--- src/rtl/core_id_stage.sv ---
// Instruction-decode pipeline stage: registers fetch PC/instruction, extends the immediate,
// selects operand sources and, when ID_HAZARD_EN is defined, interlocks load-use hazards.
//
// Instruction word layout (32 bits):
//   [31:26] opcode  [25:22] rega  [21:18] regb  [17] i (immediate operand)
//   [16] s (sign-extend)  [15:IMM_W] reserved  [IMM_W-1:0] immediate
module core_id_stage #(
  parameter int XLEN  = 32,
  parameter int IMM_W = 11,
  parameter int NFWD  = 2,
  parameter int SELW  = $clog2(NFWD + 3)
) (
  input  logic              clk,
  input  logic              rst,
  // fetch side
  input  logic              if_valid_i,
  output logic              if_ready_o,
  input  logic [XLEN-1:0]   if_pc_i,
  input  logic [31:0]       if_instr_i,
  input  logic              flush_i,
  // execute side
  input  logic              ex_ready_i,
  input  logic              ex_load_i,
  input  logic [3:0]        ex_waddr_i,
  input  logic [NFWD-1:0]   fwd_valid_i,
  input  logic [4*NFWD-1:0] fwd_addr_i,
  // decode outputs
  output logic              id_valid_o,
  output logic [XLEN-1:0]   id_pc_o,
  output logic [31:0]       id_instr_o,
  output logic [3:0]        rega_addr_o,
  output logic [3:0]        regb_addr_o,
  output logic [XLEN-1:0]   imm_o,
  output logic [SELW-1:0]   opmux_a_o,
  output logic [SELW-1:0]   opmux_b_o,
  output logic              id_flushed_o
);

  typedef struct packed {
    logic [5:0]       opcode;
    logic [3:0]       rega;
    logic [3:0]       regb;
    logic             i;
    logic             s;
    logic [15-IMM_W:0] rsvd;
    logic [IMM_W-1:0] imm;
  } instr_t;

  localparam logic [5:0]      OPCODE_NOP = 6'h00;
  localparam logic [3:0]      RF_PC      = 4'hF;
  localparam logic [SELW-1:0] SEL_RF     = SELW'(0);
  localparam logic [SELW-1:0] SEL_PC     = SELW'(1);
  localparam logic [SELW-1:0] SEL_IMM    = SELW'(2);

  localparam instr_t NOP_INSTR   = instr_t'({OPCODE_NOP, 26'h0});
  localparam instr_t FLUSH_INSTR = instr_t'({OPCODE_NOP, {26{1'b1}}});

  // Extended immediate: zero when the instruction has no immediate operand.
  function automatic logic [XLEN-1:0] ext_imm(input logic i_bit, input logic s_bit,
                                              input logic [IMM_W-1:0] field);
    logic [XLEN-1:0] r;
    r = '0;
    if (i_bit) r = {{(XLEN-IMM_W){s_bit & field[IMM_W-1]}}, field};
    return r;
  endfunction

  // Register/PC/forwarding choice; scanning from the farthest source lets the nearest win.
  function automatic logic [SELW-1:0] src_sel(input logic [3:0]        addr,
                                              input logic [NFWD-1:0]   fv,
                                              input logic [4*NFWD-1:0] fa);
    logic [SELW-1:0] sel;
    sel = SEL_RF;
    for (int k = NFWD - 1; k >= 0; k--) begin
      if (fv[k] && (fa[4*k +: 4] == addr)) sel = SELW'(k + 3);
    end
    if (addr == RF_PC) sel = SEL_PC;
    return sel;
  endfunction

  instr_t          if_instr;
  logic            out_valid_q, out_valid_d;
  logic [XLEN-1:0] id_pc_q,     id_pc_d;
  instr_t          id_instr_q,  id_instr_d;
  logic [XLEN-1:0] imm_q,       imm_d;
  logic            id_flushed_q, id_flushed_d;
  logic            hazard;
  logic            stall;

  assign if_instr = instr_t'(if_instr_i);

`ifdef ID_HAZARD_EN
  // Hazard looks at the internally held valid so the EX-facing bubble cannot feed back.
  assign hazard = out_valid_q & ex_load_i & (ex_waddr_i != RF_PC) &
                  ((ex_waddr_i == id_instr_q.rega) |
                   (~id_instr_q.i & (ex_waddr_i == id_instr_q.regb)));
`else
  logic unused_hazard_in;
  assign unused_hazard_in = ^{ex_load_i, ex_waddr_i};
  assign hazard           = 1'b0;
`endif

  assign stall      = (out_valid_q & ~ex_ready_i) | hazard;
  assign if_ready_o = ~stall | flush_i;

  always_comb begin
    // NOTE: every next-state signal gets its hold value first so no path leaves it unassigned (no latches).
    out_valid_d  = out_valid_q;
    id_pc_d      = id_pc_q;
    id_instr_d   = id_instr_q;
    imm_d        = imm_q;
    id_flushed_d = id_flushed_q;
    if (flush_i) begin
      out_valid_d  = 1'b0;
      id_instr_d   = FLUSH_INSTR;
      imm_d        = '0;
      id_flushed_d = 1'b1;
    end else if (!stall) begin
      out_valid_d  = if_valid_i;
      id_pc_d      = if_pc_i;
      id_instr_d   = if_valid_i ? if_instr : NOP_INSTR;
      imm_d        = ext_imm(if_instr.i, if_instr.s, if_instr.imm);
      id_flushed_d = 1'b0;
    end
  end

  // NOTE: state registers use non-blocking assignments so all flops update from pre-edge values.
  always_ff @(posedge clk or negedge rst) begin
    if (!rst) begin
      out_valid_q  <= 1'b0;
      id_pc_q      <= '0;
      id_instr_q   <= NOP_INSTR;
      imm_q        <= '0;
      id_flushed_q <= 1'b0;
    end else begin
      out_valid_q  <= out_valid_d;
      id_pc_q      <= id_pc_d;
      id_instr_q   <= id_instr_d;
      imm_q        <= imm_d;
      id_flushed_q <= id_flushed_d;
    end
  end

  assign id_valid_o   = out_valid_q & ~hazard;
  assign id_pc_o      = id_pc_q;
  assign id_instr_o   = id_instr_q;
  assign imm_o        = imm_q;
  assign id_flushed_o = id_flushed_q;
  assign rega_addr_o  = id_instr_q.rega;
  assign regb_addr_o  = id_instr_q.regb;

  // Operand A never selects the immediate; B does whenever the instruction carries one.
  assign opmux_a_o = src_sel(id_instr_q.rega, fwd_valid_i, fwd_addr_i);
  assign opmux_b_o = id_instr_q.i ? SEL_IMM
                                  : src_sel(id_instr_q.regb, fwd_valid_i, fwd_addr_i);

endmodule

--- config.mk ---
export PLATFORM = sky130hd
export DESIGN_NAME = core_id_stage
export DESIGN_NICKNAME = d
export VERILOG_FILES = /design/src/rtl/core_id_stage.sv
export SDC_FILE = /design/constraint.sdc
export NUM_CORES = 1
export LEC_CHECK = 0
export BUFFER_PORTS_ARGS = -buffer_cell sky130_fd_sc_hd__buf_4
export CORE_ASPECT_RATIO = 1.75
export CORE_UTILIZATION = 45
export DETAILED_ROUTE_END_ITERATION = 8
export PLACE_DENSITY = 0.9
export SLEW_MARGIN = 20
export SYNTH_ARGS = -nofsm -noshare
export SYNTH_HDL_FRONTEND = slang
export SYNTH_SLANG_ARGS = --single-unit
export TNS_END_PERCENT = 50
--- constraint.sdc ---
create_clock -name clk -period 3.15 [get_ports clk]
set_input_delay 0.63 -clock clk [delete_from_list [all_inputs] [get_ports clk]]
set_output_delay 0.63 -clock clk [all_outputs]
set_load 0.05 [all_outputs]
Yosys cells after proc, flatten, opt, wreduce, memory -nomap -nowiden
Cells that the tools add are included.

word-level totals
  input bits = 84
  output and inout bits = 113
  word-level logic and storage cells = 46
  register bits = 98

operators by class
  reduce and logical (&&, ||, !) cells = 5
  mux-type cells = 17
  bitwise gates (word level) = 6
  eq/ne operators = 7

operators by type and width
  kind                  count
  $mux W32              6
  $mux W3               7
  $eq A4 B4 Y1          4
  $eq A4 B4 Y1 const B  2
  $logic_and A1 B1 Y1   4
  $mux W1               4
  $not A1 Y1            3
  $and A1 B1 Y1         2
  $ne A2 B2 Y1 const B  1
  $reduce_and A2 Y1     1
  $or A1 B1 Y1          1

Logic depth before layout (Yosys ltp)
Gate-level depths: netlist of the first run.

  word-level depth = 6
  depth in mapped cells = 6

Worst setup path after synthesis of the first run
No wires, ideal clock.

  kind = reg-to-output
  from = reg id_instr_q, in the netlist regb_addr_o[1]
  to = out opmux_b_o[2]
  arrival time = 2.210 ns
  path slack = 0.310 ns
  stages on the path, launching flop included = 5
  data required time = 2.520 ns
  cell sequence = dfrtp_1 -> xor2_1 -> nor3b_1 -> nand3_1 -> nor3_1

on the way
  longest elaborated chain between the ends = 6

ends and longest elaborated chain
  what                    line  text
  start, declared         83    instr_t id_instr_q, id_instr_d;
  start signal, assigned  137   id_instr_q <= id_instr_d;
  $eq A4 B4 Y1            74    if (fv[k] && (fa[4*k +: 4] == addr)) sel = SELW'(k + 3);
  $logic_and A1 B1 Y1     74
  $mux W3 (2 in series)   74
  $mux W3 *               76    if (addr == RF_PC) sel = SEL_PC;
  $mux W3 *               153   assign opmux_b_o = id_instr_q.i ? SEL_IMM
  end, declared           35    output logic [SELW-1:0] opmux_b_o,

Mark *: on every way between the ends. The rest lies on a longest branch, timed or not.

Final worst setup path of the first run
  from = reg id_instr_q, in the netlist regb_addr_o[0]
  to = out opmux_b_o[0]

on the way
  longest elaborated chain between the ends = 5

ends and longest elaborated chain
  what                 line
  $eq A4 B4 Y1         74
  $logic_and A1 B1 Y1  74
  $mux W3              74
  $mux W3 *            76
  $mux W3 *            153

Marks and branches as above.

==> flow_metrics.env, run 1 <==
export IMPL_critPathRequiredTime_ns=2.52
export IMPL_syn_avg_cell_area_sq_um=11.92
export IMPL_die_area_sq_um=8210
export IMPL_initial_core_util=0.4661
export IMPL_pin_count=197
export IMPL_layout_commonest_cell="buf_4"
export IMPL_cts_root_buf="clkbuf_16"
export IMPL_ys_seq_area_frac=0.5534
export IMPL_grt_pass1_wl_um=13700
export IMPL_combinationalPowerShare=0.288
export IMPL_p_switching_mw=1.066
export IMPL_period_minus_slack_ns=2.390
export IMPL_ys_warn_count=0
export IMPL_total_leakage_power_nw=2.530
export IMPL_synth_seq_cells=78
export IMPL_crit_fanout=7
export IMPL_setup_tns_ns=0
export IMPL_power_density_nw_per_um2=624.2
export IMPL_via_per_inst=5.258
export IMPL_arrival_ns=1.76
export IMPL_final_cell_mix="buf_4, dfrtp_1, nand2_1"
export IMPL_final_max_slew_violation_count=0
export IMPL_rows=42
export IMPL_track_usage=0.2305
export IMPL_dieWidth_um=68.93
export IMPL_final_nets=541
export IMPL_drtIter0Drc=171
export IMPL_totalPowerFinal_mw=3.175
export IMPL_peakVddDrop_mv=0.3836
export IMPL_setup_viol=0
export IMPL_power_internal_mw=2.108
export IMPL_cp_end_kind="primary output"
export IMPL_drt_total_wl_um=9255
export IMPL_cts_resized=0
export IMPL_syn_to_final_growth_pct=44.20
export IMPL_dp_cells=534
export IMPL_cts_htree_levels=3
export IMPL_switching_share=0.3359
export IMPL_antenna_left=0
export IMPL_cap_violations=0
export IMPL_wl_per_cell_um=16.83
export IMPL_p_clk_frac=0.345
export IMPL_slew_headroom=0.3612
export IMPL_synth_area_sq_um=3527
export IMPL_numCtsBuffers=9
export IMPL_remaining_drc_errors=0
export IMPL_holdWs_ns=0.4406
export IMPL_tightest_slew_ns=0.9581
export IMPL_rsz0062_at_grt="false"
export IMPL_min_period_over_period=0.7587
export IMPL_cts_hold_buf=0
export IMPL_clk_latency_ns=0.34
export IMPL_dieHeight_um=119.1
export IMPL_grt_pass1_vias=2923
export IMPL_port_buffers=191
export IMPL_drive_above_1_share=0.5390
export IMPL_hold_violations=0
export IMPL_skew_ns=0.008083
export IMPL_fillCellCount=542
export IMPL_grt_ovfl_total=0
export IMPL_place_gp_congestion=0.7808
export IMPL_core_area_sq_um=7567
export IMPL_status="complete, no violations"
export IMPL_synth_cell_types=35
export IMPL_max_freq_mhz=418.5
export IMPL_fin_cells=550
export IMPL_cts_tree="done"
export IMPL_dpl_hpwl_um=6830
export IMPL_seqPwrFrac=0.368
export IMPL_cts_buffer_depth=2
export IMPL_synthFlopType="dfrtp_1"
export IMPL_cts_sinks=78
export IMPL_clk_pin_slew_ns=0.06
export IMPL_vias=2892
export IMPL_postSynthCellCount=296
export IMPL_grt_max_degree=79
export IMPL_start_kind="flop"
export IMPL_firstDrtPassIters=4
export IMPL_diodes=0
export IMPL_worstSetupPathType="reg2out"
export IMPL_ys_async_sr_fraction=1.000
export IMPL_hold_class="in2async"
export IMPL_cts_setup_buffers=0
export IMPL_syn_num_nets=380
export IMPL_antenna_found_initial=0
export IMPL_synth_edff_count=0
-- critical path, stage by stage, from the launching register on --
cell and delay [ns]:
dfrtp_1 0.48, xnor2_1 0.22, nand2_1 0.09, nor4_2 0.26, o21ba_2 0.20, buf_4 0.19
-- power by group through the flow --
stage / sequential [mW] / clock [mW] / combinational, mW
after detailed placement: 1.18 / 0 / 0.917
final: 1.17 / 1.09 / 0.913
after global routing: 1.18 / 1.17 / 0.954
after global placement: 1.18 / 0 / 0.900
after floorplan: 1.51 / 0 / 0.285
after CTS: 1.17 / 1.12 / 0.919
-- layer usage --
metal | GRT usage | vias up | share of wire
li1 | - | 1307 | -
met1 | 0.2176 | 1403 | 0.32
met2 | 0.4059 | 151 | 0.55
met3 | 0.07854 | 31 | 0.087
met4 | 0.1301 | 0 | 0.044
met5 | 0 | - | 0
-- cell families after synthesis --
kind of cell | share of synthesized area
buf+inv | 0.09720
simple gates | 0.09401
compound gates | 0.1025
xor+xnor | 0.03476
mux | 0.1181
flops | 0.5534
-- cells in the mapped netlist (all sizes together), types with 2 or more instances --
cell type,instances,share of area
inv,2,0.0021
a21o,2,0.0043
nor2,27,0.029
nand4,2,0.0035
clkbuf,3,0.0032
a32o,7,0.020
buf,41,0.092
a21oi,26,0.037
nor4,2,0.0053
nand2,31,0.033
dfrtp,78,0.55
nand3,5,0.0071
mux2,32,0.12
xnor2,7,0.017
a22o,11,0.027
xor2,7,0.017
-- per-stage QoR --
step	setup slack [ns]	utilization	area, sq um
2_1_floorplan	0.3099	-	3527
3_3_place_gp	0.8428	0.6295	4763
3_5_place_dp	0.8033	0.6295	4763
4_1_cts	0.7277	0.6721	5086
5_1_grt	0.6435	0.6721	5086
6_report	0.7602	0.6721	5086
-- sequential cells by signal, summed over array words and instances (netlist names) --
signal and cells:
id_pc_o 32, id_instr_o 24, imm_o 12, rega_addr_o 4, regb_addr_o 4, id_flushed_o 1, id_valid_o 1
-- final cells by class --
| class | instances | area, sq um | share of cell area |
|---|---|---|---|
| clock inverter | 7 | 97.59 | 0.01919 |
| tap | 88 | 110.1 | 0.02165 |
| multi-input combinational | 172 | 1237 | 0.2433 |
| timing repair buffer | 194 | 1456 | 0.2863 |
| sequential | 78 | 1952 | 0.3838 |
| clock buffer | 9 | 225.2 | 0.04428 |
| inverter | 2 | 7.507 | 0.001476 |
-- path summary, 6_finish.rpt --
path / start / to / slack (ns) / cells after the start
setup / recovery: regb_addr_o[0] / opmux_b_o[0] / 0.76 / 5
hold / removal: rst / imm_o[0] / 0.44 / 1
setup reg to reg: id_valid_o / imm_o[30] / 1.50 / 5
hold reg to reg: id_instr_o[28] / id_instr_o[28] / 0.50 / 1
max in group asynchronous: rst / id_pc_o[8] / 2.08 / 1
min in group clk: id_instr_o[28] / id_instr_o[28] / 0.50 / 1
No activity file was read; power rests on OpenSTA's default activity.
==> inputs of run 2 (changes only) <==
Settings changed: CORE_UTILIZATION 45 to 40, PLACE_DENSITY 0.9 to 0.85.
Clock period 3.15 ns to 2.1 ns, I/O delays scaled along.
==> flow_metrics.env, run 2 (synthesized netlist as in run 1, its figures left out) <==
export IMPL_status="complete, no violations"
export IMPL_core_area_sq_um=8615
export IMPL_start_kind="flop"
export IMPL_via_per_inst=4.904
export IMPL_dieHeight_um=126.2
export IMPL_place_ws_ns=0.1278
export IMPL_cap_violations=0
export IMPL_r2r_cells=4
export IMPL_rr_startpoint="id_valid_o"
export IMPL_final_cell_mix="buf_4, dfrtp_1, nand2_1"
export IMPL_wl_per_cell_um=15.37
export IMPL_layout_commonest_cell="buf_4"
export IMPL_numCtsBuffers=9
export IMPL_diodes=0
export IMPL_grt_pass1_vias=2892
export IMPL_port_buffers=191
export IMPL_drive_above_1_share=0.5693
export IMPL_cts_sinks=78
export IMPL_setup_viol=0
export IMPL_hold_violations=0
export IMPL_peakVddDrop_mv=0.6411
export IMPL_antenna_left=0
export IMPL_grt_max_degree=44
export IMPL_cp_end_kind="primary output"
export IMPL_r2r_end="imm_o[30]"
export IMPL_largest_reg_flops=32
export IMPL_dpl_hpwl_um=6779
export IMPL_cts_htree_levels=3
export IMPL_antenna_found_initial=0
export IMPL_placed_area_sq_um=4891
export IMPL_rrSetupSlack_ns=0.45
export IMPL_rsz0062_at_grt="true"
export IMPL_clk_latency_ns=0.32
export IMPL_final_nets=548
export IMPL_final_max_slew_violation_count=0
export IMPL_cts_buffer_depth=2
export IMPL_track_usage=0.1947
export IMPL_dieWidth_um=72.99
export IMPL_pin_count=197
export IMPL_syn_to_final_growth_pct=49.34
export IMPL_firstDrtPassIters=4
export IMPL_fin_area_sq_um=5268
export IMPL_hold_class="in2async"
export IMPL_remaining_drc_errors=0
export IMPL_drtIter0Drc=125
export IMPL_skew_ns=0.006336
export IMPL_arrival_ns=1.68
export IMPL_max_freq_mhz=476.4
export IMPL_clk_pin_slew_ns=0.06
export IMPL_total_leakage_power_nw=2.599
export IMPL_drt_total_wl_um=9004
export IMPL_rows=45
export IMPL_tightest_slew_ns=0.5592
export IMPL_grt_pass1_wl_um=13790
export IMPL_slew_headroom=0.6272
export IMPL_cts_tree="done"
export IMPL_grt_ovfl_total=0
export IMPL_initial_core_util=0.4094
export IMPL_critPathRequiredTime_ns=1.68
export IMPL_period_minus_slack_ns=2.099
export IMPL_worstSetupPathType="reg2out"
export IMPL_place_gp_congestion=0.8443
export IMPL_setup_slack_ns=0.001132
export IMPL_vias=2874
export IMPL_crit_fanout=7
export IMPL_min_period_over_period=0.9995
export IMPL_die_area_sq_um=9212
export IMPL_power_density_nw_per_um2=892.3
export IMPL_cts_hold_buf=0
export IMPL_cts_root_buf="clkbuf_16"
## run 2: changes by cell type in the layout (fill, tap and decap cells not counted), sizes merged
cell / previous run / this run
buf: 194 / 201
inv: 3 / 2
clkinv: 2 / 3
bufinv: 2 / 1
clkbuf: 9 / 12
clkinvlp: 2 / 0
## run 2: final cells by class
| type | count | area (sq um) |
|---|---|---|
| tap | 117 | 146.4 |
| clock inverter | 4 | 45.04 |
| multi-input combinational | 172 | 1289 |
| timing repair buffer | 201 | 1565 |
| fill | 688 | 3347 |
| inverter | 2 | 7.507 |
| clock buffer | 12 | 256.5 |
| sequential | 78 | 1958 |
## run 2: how the worst max path moves through the flow
stage	startpoint	to	slack [ns]	cells after the start
after global routing	regb_addr_o[1]	opmux_b_o[2]	-0.09	5
after floorplan	rega_addr_o[1]	opmux_a_o[0]	-0.13	3
after global placement	fwd_addr_i[2]	opmux_b_o[0]	0.15	5
after detailed placement	fwd_addr_i[2]	opmux_b_o[0]	0.13	5
after CTS	rega_addr_o[2]	opmux_a_o[2]	-0.01	5
final	regb_addr_o[1]	opmux_b_o[2]	0.001	5
## run 2: metal layers
layer / track usage / wire [um] / vias to the layer above
met5: 0 / 0 / -
met4: 0.08420 / 222 / 0
met3: 0.05120 / 546 / 17
met2: 0.3464 / 4942 / 134
met1: 0.2104 / 3293 / 1400
li1: - / - / 1323
## run 2: stage by stage
stage | power (mW) | hold slack (ns) | util | TNS [ns] | instances
6_report | 4.700 | 0.05212 | 0.6115 | 0 | 586
5_1_grt | 4.888 | 0.07891 | 0.6115 | -0.2352 | 586
4_1_cts | 4.732 | 0.06339 | 0.6046 | -0.01470 | 585
3_5_place_dp | 3.174 | 0.4145 | 0.5678 | 0 | 569
3_3_place_gp | 3.145 | 0.4028 | 0.5678 | 0 | 569
2_1_floorplan | 2.688 | 0.1244 | - | -0.2507 | 296
## run 2: what timing repair did
action | CTS | global route
pin swaps | 2 | 6
gates resized for setup | 3 | 13
endpoints found under the setup margin | 5 | 6
buffers inserted | 0 | 1
## run 2: worst max-delay path: stages, from the launching register on
cell,delay [ns]
dfrtp_2,0.47
xor2_1,0.19
nor3b_2,0.15
nand3_1,0.12
nor3_2,0.24
buf_6,0.19
## run 2: where the power goes
part	switching (mW)	internal [mW]	total, mW
registers	0.0990	1.65	1.75
logic	0.913	0.508	1.42
clock network	0.555	0.979	1.53
total	1.57	3.13	4.70
==> inputs of run 3 (changes only) <==
Settings changed: CORE_MARGIN from default to 10.
==> flow_metrics.env, run 3 (synthesized netlist as in run 1, its figures left out) <==
export IMPL_status="complete, no violations"
export IMPL_holdWs_ns=0.09041
export IMPL_grt_ovfl_total=0
export IMPL_skew_ns=0.007954
export IMPL_place_gp_congestion=0.7683
export IMPL_drtIter0Drc=96
export IMPL_place_ws_ns=0.1468
export IMPL_antenna_found_initial=0
export IMPL_peakVddDrop_mv=0.6091
export IMPL_core_area_sq_um=8671
export IMPL_cts_hold_buf=0
export IMPL_cp_end_kind="primary output"
export IMPL_cts_htree_levels=3
export IMPL_grt_max_degree=45
export IMPL_track_usage=0.1585
export IMPL_fin_cells=587
export IMPL_setup_slack_ns=0.02294
export IMPL_hold_class="in2async"
export IMPL_largest_reg_flops=32
export IMPL_rrSetupSlack_ns=0.58
export IMPL_critPathMaxStageDelay_ns=0.45
export IMPL_setup_viol=0
export IMPL_tightest_slew_ns=0.5873
export IMPL_dieWidth_um=90.99
export IMPL_diodes=0
export IMPL_total_leakage_power_nw=2.594
export IMPL_cts_root_buf="clkbuf_16"
export IMPL_grt_pass1_wl_um=16590
export IMPL_worstSetupPathType="reg2out"
export IMPL_drt_total_wl_um=10950
export IMPL_cts_tree="done"
export IMPL_dp_cells=568
export IMPL_crit_path_top_delay_cell="dfrtp_2"
export IMPL_numCtsBuffers=9
export IMPL_via_per_inst=4.957
export IMPL_final_max_slew_violation_count=0
export IMPL_path_cells="buf_4 -> nand3_1 -> nand3_1 -> o21a_1 -> nor3_2 -> buf_6"
export IMPL_start_kind="flop"
export IMPL_multiInputGateArea_sq_um=1284
export IMPL_cts_buffer_depth=2
export IMPL_clk_pin_slew_ns=0.06
export IMPL_period_minus_slack_ns=2.077
export IMPL_arrival_ns=1.66
export IMPL_path_common_cell="nand3_1"
export IMPL_min_period_over_period=0.9891
export IMPL_fin_util=0.6087
export IMPL_pin_count=197
export IMPL_cap_violations=0
export IMPL_fillCellCount=743
export IMPL_seq_area_sq_um=1958
export IMPL_slew_headroom=0.6085
export IMPL_dieHeight_um=144.2
export IMPL_hold_violations=0
export IMPL_power_density_nw_per_um2=914.2
export IMPL_die_area_sq_um=13120
export IMPL_clk_latency_ns=0.33
export IMPL_cts_sinks=78
export IMPL_drive_above_1_share=0.5681
export IMPL_rows=45
export IMPL_grt_pass1_vias=3138
export IMPL_crit_fanout=5
export IMPL_antenna_left=0
export IMPL_max_freq_mhz=481.4
export IMPL_port_buffers=191
export IMPL_layout_commonest_cell="buf_4"
export IMPL_vias=2910
export IMPL_syn_to_final_growth_pct=49.63
export IMPL_initial_core_util=0.4068
export IMPL_final_nets=549
export IMPL_remaining_drc_errors=0
export IMPL_firstDrtPassIters=4
export IMPL_dpl_hpwl_um=8481
export IMPL_final_cell_mix="buf_4, dfrtp_1, nand2_1"
export IMPL_wl_per_cell_um=18.66
export IMPL_critPathRequiredTime_ns=1.68
run 3: changes by cell type in the layout (fill, tap and decap cells not counted), sizes merged:
cell | previous run | this run
clkbuf | 12 | 11
bufinv | 1 | 2
clkinvlp | 0 | 3
clkinv | 3 | 0
buf | 201 | 202
run 3: power by group:
| part | internal [mW] | switching, mW |
|---|---|---|
| sequential | 1.65 | 0.0981 |
| combinational | 0.505 | 0.929 |
| clock | 1.07 | 0.574 |
run 3: layout make-up:
| class | count | share of cell area |
|---|---|---|
| Timing Repair Buffer | 202 | 0.2949 |
| Clock inverter | 5 | 0.01565 |
| Multi-Input combinational cell | 172 | 0.2432 |
| Sequential cell | 78 | 0.3710 |
| Tap cell | 117 | 0.02774 |
| Inverter | 2 | 0.001422 |
| Clock buffer | 11 | 0.04599 |
run 3: metrics by stage:
stage / setup TNS, ns / cell area, sq um / total power [mW]
floorplan: -0.2507 / 3536 / 2.688
global placement: 0 / 4871 / 3.156
detailed placement: 0 / 4871 / 3.189
CTS: -0.05628 / 5214 / 4.867
global route: -0.01548 / 5278 / 5.004
finish: 0 / 5278 / 4.825
run 3: path summary, 6_finish.rpt:
| check | startpoint | cells after the start | to |
|---|---|---|---|
| hold reg to reg | id_instr_o[26] | 1 | id_instr_o[26] |
| setup reg to reg | id_valid_o | 4 | id_pc_o[10] |
| min in group clk | if_instr_i[5] | 2 | imm_o[5] |
| max in group asynchronous | rst | 2 | rega_addr_o[3] |
| hold / removal | rst | 1 | id_instr_o[13] |
| setup / recovery | regb_addr_o[1] | 6 | opmux_b_o[2] |
run 3: worst max-delay path: cells and delay by family (launching register included):
family | cells | cell delay (ns)
DFF | 1 | 0.45
and+or+nand+nor | 3 | 0.40
buffers and inverters | 2 | 0.34
AOI/OAI and AO/OA | 1 | 0.14
run 3: timing repair:
item | 4_1_cts | 5_1_grt
endpoints found under the setup margin | 5 | 6
pin swaps | 1 | 4
resized for setup | 3 | 11
buffers inserted | 0 | 3
run 3: routing by layer:
layer	vias up	GRT usage	wire, um
li1	1329	-	-
met1	1417	0.1620	3878
met2	145	0.2748	5731
met3	19	0.07109	1075
met4	0	0.06628	268
met5	-	0	0
